--- src/rtl/multi_pin_toggle_pkg.sv ---
// Shared definitions for the multi_pin_toggle block: per-channel mode
// encodings and the elaboration-time parameter range check.
package multi_pin_toggle_pkg;

  typedef enum logic [1:0] {
    MODE_PASS    = 2'b00,
    MODE_TOGGLE  = 2'b01,
    MODE_STRETCH = 2'b10,
    MODE_OFF     = 2'b11
  } pin_mode_e;

  function automatic bit params_ok(input int unsigned num_ch, sync_stages,
                                   deb_cycles, pulse_len);
    return (num_ch >= 1) && (num_ch <= 16) &&
           (sync_stages >= 2) && (sync_stages <= 4) &&
           (deb_cycles >= 1) && (deb_cycles <= 65535) &&
           (pulse_len >= 1) && (pulse_len <= 32'h00FF_FFFF);
  endfunction

endpackage

--- src/rtl/multi_pin_toggle_pin_chan.sv ---
// One pin channel: synchroniser, debounce filter, rising-edge detect and
// mode-dependent registered pad drive (pass / toggle / stretch / off).
module pin_chan
  import multi_pin_toggle_pkg::*;
#(
  parameter int unsigned SYNC_STAGES = 2,
  parameter int unsigned DEB_CYCLES  = 16,
  parameter int unsigned PULSE_LEN   = 1000
) (
  input  logic       clk,
  input  logic       rst,
  input  logic       pin,
  input  logic [1:0] mode,
  output logic       drive,
  output logic       filt
);

  localparam int unsigned DEB_W = $clog2(DEB_CYCLES + 1);
  localparam int unsigned STR_W = $clog2(PULSE_LEN + 1);
  localparam logic [DEB_W-1:0] DEB_LAST = DEB_W'(DEB_CYCLES - 1);
  localparam logic [STR_W-1:0] STR_LOAD = STR_W'(PULSE_LEN);

  logic [SYNC_STAGES-1:0] sync_q;
  logic [DEB_W-1:0]       deb_cnt;
  logic                   filt_d;
  logic [1:0]             mode_q;
  logic                   tog_q;
  logic [STR_W-1:0]       str_cnt;

  logic                   sync;
  logic                   rise;
  logic                   mode_chg;
  logic                   tog_cur, tog_nxt;
  logic [STR_W-1:0]       str_cur, str_nxt;
  logic                   drive_nxt;

  assign sync     = sync_q[SYNC_STAGES-1];
  assign rise     = filt & ~filt_d;
  assign mode_chg = (mode != mode_q);

  // A mode change zeroes the per-mode state first, then the new mode's
  // rule is applied in the same cycle.
  always_comb begin
    tog_cur   = mode_chg ? 1'b0 : tog_q;
    str_cur   = mode_chg ? '0 : str_cnt;
    tog_nxt   = tog_cur;
    str_nxt   = str_cur;
    drive_nxt = 1'b0;
    case (pin_mode_e'(mode))
      MODE_PASS:    drive_nxt = filt;
      MODE_TOGGLE: begin
        tog_nxt   = tog_cur ^ rise;
        drive_nxt = tog_nxt;
      end
      MODE_STRETCH: begin
        if (rise)
          str_nxt = STR_LOAD;
        else if (str_cur != '0)
          str_nxt = str_cur - STR_W'(1);
        drive_nxt = (str_nxt != '0);
      end
      MODE_OFF:     drive_nxt = 1'b0;
      default:      drive_nxt = 1'b0;
    endcase
  end

  always_ff @(posedge clk or posedge rst) begin
    if (rst) begin
      sync_q  <= '0;
      deb_cnt <= '0;
      filt    <= 1'b0;
      filt_d  <= 1'b0;
      mode_q  <= '0;
      tog_q   <= 1'b0;
      str_cnt <= '0;
      drive   <= 1'b0;
    end else begin
      sync_q <= {sync_q[SYNC_STAGES-2:0], pin};
      if (sync == filt) begin
        deb_cnt <= '0;
      end else if (deb_cnt == DEB_LAST) begin
        filt    <= sync;
        deb_cnt <= '0;
      end else begin
        deb_cnt <= deb_cnt + DEB_W'(1);
      end
      filt_d  <= filt;
      mode_q  <= mode;
      tog_q   <= tog_nxt;
      str_cnt <= str_nxt;
      drive   <= drive_nxt;
    end
  end

endmodule

--- src/rtl/multi_pin_toggle.sv ---
// Top level: NUM_CH independent pin channels with per-channel mode select
// and debounced level readback.
module multi_pin_toggle
  import multi_pin_toggle_pkg::*;
#(
  parameter int unsigned NUM_CH      = 4,
  parameter int unsigned SYNC_STAGES = 2,
  parameter int unsigned DEB_CYCLES  = 16,
  parameter int unsigned PULSE_LEN   = 1000
) (
  input  logic                  i_Clk,
  input  logic                  i_Rst,
  input  logic [NUM_CH-1:0]     i_Pin,
  input  logic [2*NUM_CH-1:0]   i_Mode,
  output logic [NUM_CH-1:0]     o_Pin,
  output logic [NUM_CH-1:0]     o_Filt
);

  if (!params_ok(NUM_CH, SYNC_STAGES, DEB_CYCLES, PULSE_LEN)) begin : g_bad_params
    $error("multi_pin_toggle: parameter out of range");
  end

  for (genvar g = 0; g < NUM_CH; g++) begin : g_chan
    pin_chan #(
      .SYNC_STAGES(SYNC_STAGES),
      .DEB_CYCLES (DEB_CYCLES),
      .PULSE_LEN  (PULSE_LEN)
    ) u_chan (
      .clk  (i_Clk),
      .rst  (i_Rst),
      .pin  (i_Pin[g]),
      .mode (i_Mode[2*g+1 -: 2]),
      .drive(o_Pin[g]),
      .filt (o_Filt[g])
    );
  end

endmodule

--- config.mk ---
export PLATFORM = sky130hd
export DESIGN_NAME = multi_pin_toggle
export DESIGN_NICKNAME = d
export VERILOG_FILES = /design/src/rtl/multi_pin_toggle_pkg.sv /design/src/rtl/multi_pin_toggle_pin_chan.sv /design/src/rtl/multi_pin_toggle.sv
export SDC_FILE = /design/constraint.sdc
export NUM_CORES = 1
export LEC_CHECK = 0
export BUFFER_PORTS_ARGS = -buffer_cell sky130_fd_sc_hd__buf_2
export CAP_MARGIN = 20
export CORE_AREA = 2 2 96 98
export CTS_BUF_LIST = sky130_fd_sc_hd__clkbuf_4 sky130_fd_sc_hd__clkbuf_8 sky130_fd_sc_hd__clkbuf_16
export CTS_CLUSTER_DIAMETER = 100
export DETAILED_ROUTE_END_ITERATION = 7
export DIE_AREA = 0 0 98 100
export GPL_TIMING_DRIVEN = 0
export PLACE_DENSITY = 0.77
export SETUP_SLACK_MARGIN = 0.15
export SYNTH_ARGS = -nofsm -noshare
export SYNTH_HDL_FRONTEND = slang
export SYNTH_SLANG_ARGS = --single-unit
export TNS_END_PERCENT = 10
--- constraint.sdc ---
create_clock -name i_Clk -period 3.6 [get_ports i_Clk]
set_input_delay 0.18 -clock i_Clk [delete_from_list [all_inputs] [get_ports i_Clk]]
set_output_delay 0.18 -clock i_Clk [all_outputs]
set_load 0.1 [all_outputs]
==> results.yml <==
yosys:
  synthFlopType: "dfrtp_1"
  mappedNetlistArea_mm2: 0.00521
  synth_xor_area_share_pct: 5.04
  yosys_warnings: 0
  synth_edf_count: 0
  ys_seq_area_share_pct: 44.2
  synth_top_family_by_area: "simple AND/OR/NAND/NOR gates"
  async_flop_share_pct: 100
  synth_area_leaders: "dfrtp_1, nand2_1, nor2_1"
  syn_nets: 607
  synth_compound_area_share_pct: 19.6
  synth.distinct_cells: 66
  syn_inst: 585
  synthMuxAreaShare_pct: 1.68
  yosysTopAreaCellShare_pct: 44.2
  avgSynthCellArea_um2: 8.90
  synthSimpleGateAreaFrac_pct: 22.9
  synth_seq_cells: 92
  synth_top_area_cell: "dfrtp_1"
  synth_fa_ha_area_share_pct: 1.92
grt:
  grt_start_max_net_pins: 70
  grt_pass1_wl_um: 19200
  gr-usage-all-layers_pct: 23.9
  grt_pass1_vias: 4187
  antenna_found_initial: 0
  overflow: 0
worst_setup_path:
  path_max_fanout: 10
  r2r_cells: 13
  worstReg2RegEnd: "g_chan[0].u_chan.drive$_DFF_PP0_"
  crit_required_ns: 3.82
  path_cells: "dlygate4sd3_1, buf_2, xnor2_1, and2_1, clkbuf_1, clkbuf_4, nand2_1, ha_1, clkbuf_1, nor2b_1, a41o_1, a31oi_1, o311ai_0, nor4_1, o211ai_1"
  path_common_cell: "clkbuf_1"
  startpoint_type: "input port"
  crit_path_top_delay_cell: "dlygate4sd3_1"
  crit_type: "in -> reg"
  reg2reg_slack_ns: 0.30
  worstSetupEndpointType: "register"
  arrival_ns: 3.57
  worst-path-buf-inv: 5
  cp_slowest_stage_delay_ns: 0.53
  crit-reg2reg-launch: "g_chan[0].u_chan.mode_q[0]$_DFF_PP0_"
  cp_top_family: "buffers and inverters"
sta:
  finalHoldViolCount: 0
  drv_slew: 0
  worst_pin_slew_ns: 0.578
  rsz0062_at_grt: "yes"
  min_period_ns: 3.35
  setup_violations: 0
  relSlewSlack_pct: 61.1
  setup_tns_ns: 0
  clock_skew_ns: 0.00788
  fmax_ghz: 0.299
  setup_ws_ns: 0.252
  min_period_over_period_pct: 93.0
die:
  rows: 35
  core_mm2: 0.00889
  die_x_um: 98
  ios: 22
  die_y_um: 100
  initial_core_util_pct: 58.6
  die-area_mm2: 0.00980
cells_and_area:
  diodes: 0
  n_fill_cell: 744
  drive_above_1_share_pct: 11.2
  final_common_cell: "dfrtp_1"
  final_cell_area_mm2: 0.00583
  syn2layout_area_growth_pct: 11.9
  stdcell_count: 743
  layout_common_cells: "dfrtp_1, nand2_1, nor2_1, o21ai_0, a21oi_1"
  nets: 650
status:
  outcome: "complete, no violations"
hold_path:
  worstHoldStart: "i_Mode[4]"
  whs_path_depth: 1
  hold_class: "in -> reg"
  worstHoldEndpoint: "g_chan[2].u_chan.mode_q[0]$_DFF_PP0_"
detailed_routing:
  wl_per_cell_um: 15.3
  drt_iter0_drc: 235
  viasPerCell: 6.09
  wirelength_um: 11400
  via_count: 4526
  drc: 0
  first_pass_iters: 5
  antenna_left: 0
clock_network:
  cts_root_buffer: "clkbuf_8"
  insertion_delay_ns: 0.36
  cts_tree: "built"
  h-tree-depth: 3
  numCtsBuffers: 9
  path_clk_slew_ns: 0.09
  cts_sinks: 92
  post-cts-setup-buffers: 0
  cts_buffer_depth: 2
pwr:
  vdd_ir_drop_max_mv: 0.185
  leakage_uw: 0.00267
  power_uw: 2280
  p_per_area_mw_per_mm2: 391
placed_design:
  place_area_mm2: 0.00548
  routabilityCongestion: 0.939
  port_buffers: 21
  place_hpwl_um: 7750
  dpl.cell_count: 718
  pre_cts_ws_ns: -0.0368
run:
  cap_violations: 0
==> kinds of logic after synthesis <==
group,after synthesis
DFF,92
AOI/OAI and AO/OA,159
xor gates and xnor gates,30
and+or+nand+nor,236
muxes,8
adders and majority gates,8
buffers and inverters,52
==> registers in the layout, summed over array words and instances, names as in the netlist <==
register and count:
g_chan.u_chan.filt 4, g_chan.u_chan.sync_q 8, g_chan.u_chan.tog_q 4, g_chan.u_chan.mode_q 8, g_chan.u_chan.str_cnt 40, g_chan.u_chan.deb_cnt 20
g_chan.u_chan.filt_d 4, g_chan.u_chan.drive 4
==> per-layer routing <==
layer  GRT usage (%)  part of all wire, %
met1            33.4                   46
met4            9.83                  2.1
met2            37.1                   47
met5               0                    0
met3            4.39                  5.0
==> cells in the mapped netlist, types with 3 or more instances <==
| cell type | count |
|---|---|
| dfrtp_1 | 92 |
| nor3_1 | 20 |
| o211ai_1 | 5 |
| a22oi_1 | 3 |
| buf_4 | 8 |
| xor2_1 | 15 |
| o21ai_1 | 12 |
| o22ai_1 | 10 |
| o21ai_0 | 38 |
| a21oi_1 | 34 |
| or4_1 | 8 |
| o311ai_0 | 3 |
| or3_1 | 8 |
| a311oi_1 | 4 |
| a211oi_1 | 3 |
| nor2_1 | 51 |
| nor4_1 | 8 |
| xnor2_1 | 15 |
| inv_1 | 12 |
| and3_1 | 8 |
| nand3_1 | 32 |
| and2_1 | 10 |
| o31ai_1 | 6 |
| mux2_2 | 5 |
| nand2b_1 | 9 |
| clkbuf_1 | 28 |
| nor3b_1 | 4 |
| nand2_1 | 54 |
| a31oi_1 | 10 |
| o21a_1 | 4 |
| nor2b_1 | 11 |
| ha_1 | 8 |
==> power breakdown <==
| group | total [uW] | switching (uW) | leakage (uW) | internal, uW |
|---|---|---|---|---|
| Combinational | 395 | 249 | 0.00133 | 146 |
| Sequential | 1100 | 31.9 | 0.00123 | 1070 |
| Clock | 785 | 361 | 0.000111 | 424 |
==> how the worst max path moves through the flow <==
stage                                         start  depth (start not counted)                               endpoint  slack [ns]
6_report                                  i_Mode[6]                         15       g_chan[3].u_chan.drive$_DFF_PP0_        0.25
5_1_grt                                   i_Mode[7]                         15       g_chan[3].u_chan.drive$_DFF_PP0_         0.1
4_1_cts        g_chan[1].u_chan.mode_q[1]$_DFF_PP0_                         12       g_chan[1].u_chan.drive$_DFF_PP0_        0.14
3_5_place_dp   g_chan[0].u_chan.mode_q[0]$_DFF_PP0_                         13       g_chan[0].u_chan.drive$_DFF_PP0_       -0.04
3_3_place_gp                                  i_Rst                          2  g_chan[1].u_chan.str_cnt[9]$_DFF_PP0_       -0.02
2_1_floorplan  g_chan[0].u_chan.mode_q[0]$_DFF_PP0_                         13       g_chan[0].u_chan.drive$_DFF_PP0_        0.58
==> cell type report <==
class	instances	area [um2]	share of cell area, %
tap	111	139	2.38
timing repair buffer	32	233	3.99
buffer	40	210	3.61
clock inverter	4	72.6	1.24
clock buffer	11	151	2.60
multi-input combinational	441	2680	45.9
inverter	12	47.5	0.815
sequential	92	2300	39.5
==> worst reg2reg max path: cells and delay by family (launching register included) <==
kind	cells	cell delay [ns]
and+or+nand+nor	5	1.17
AOI/OAI and AO/OA	3	0.70
buffers and inverters	3	0.65
DFF	1	0.38
adders and majority gates	1	0.17
xor gates and xnor gates	1	0.13
==> per-stage QoR <==
step | hold slack [ns] | utilization (%)
after floorplan | 0.211 | -
after global placement | 0.289 | 61.3
after detailed placement | 0.176 | 61.7
after CTS | 0.00520 | 65.4
after global routing | 0.0134 | 65.6
final | 0.0170 | 65.6
==> timing repair <==
action	in CTS	in global routing
cloned	0	0
gates resized for setup	3	14
setup endpoints to repair	2	4
hold buffers	10	0
endpoints found under the hold margin	32	0
Note: power is estimated with default switching activity, not from simulation.
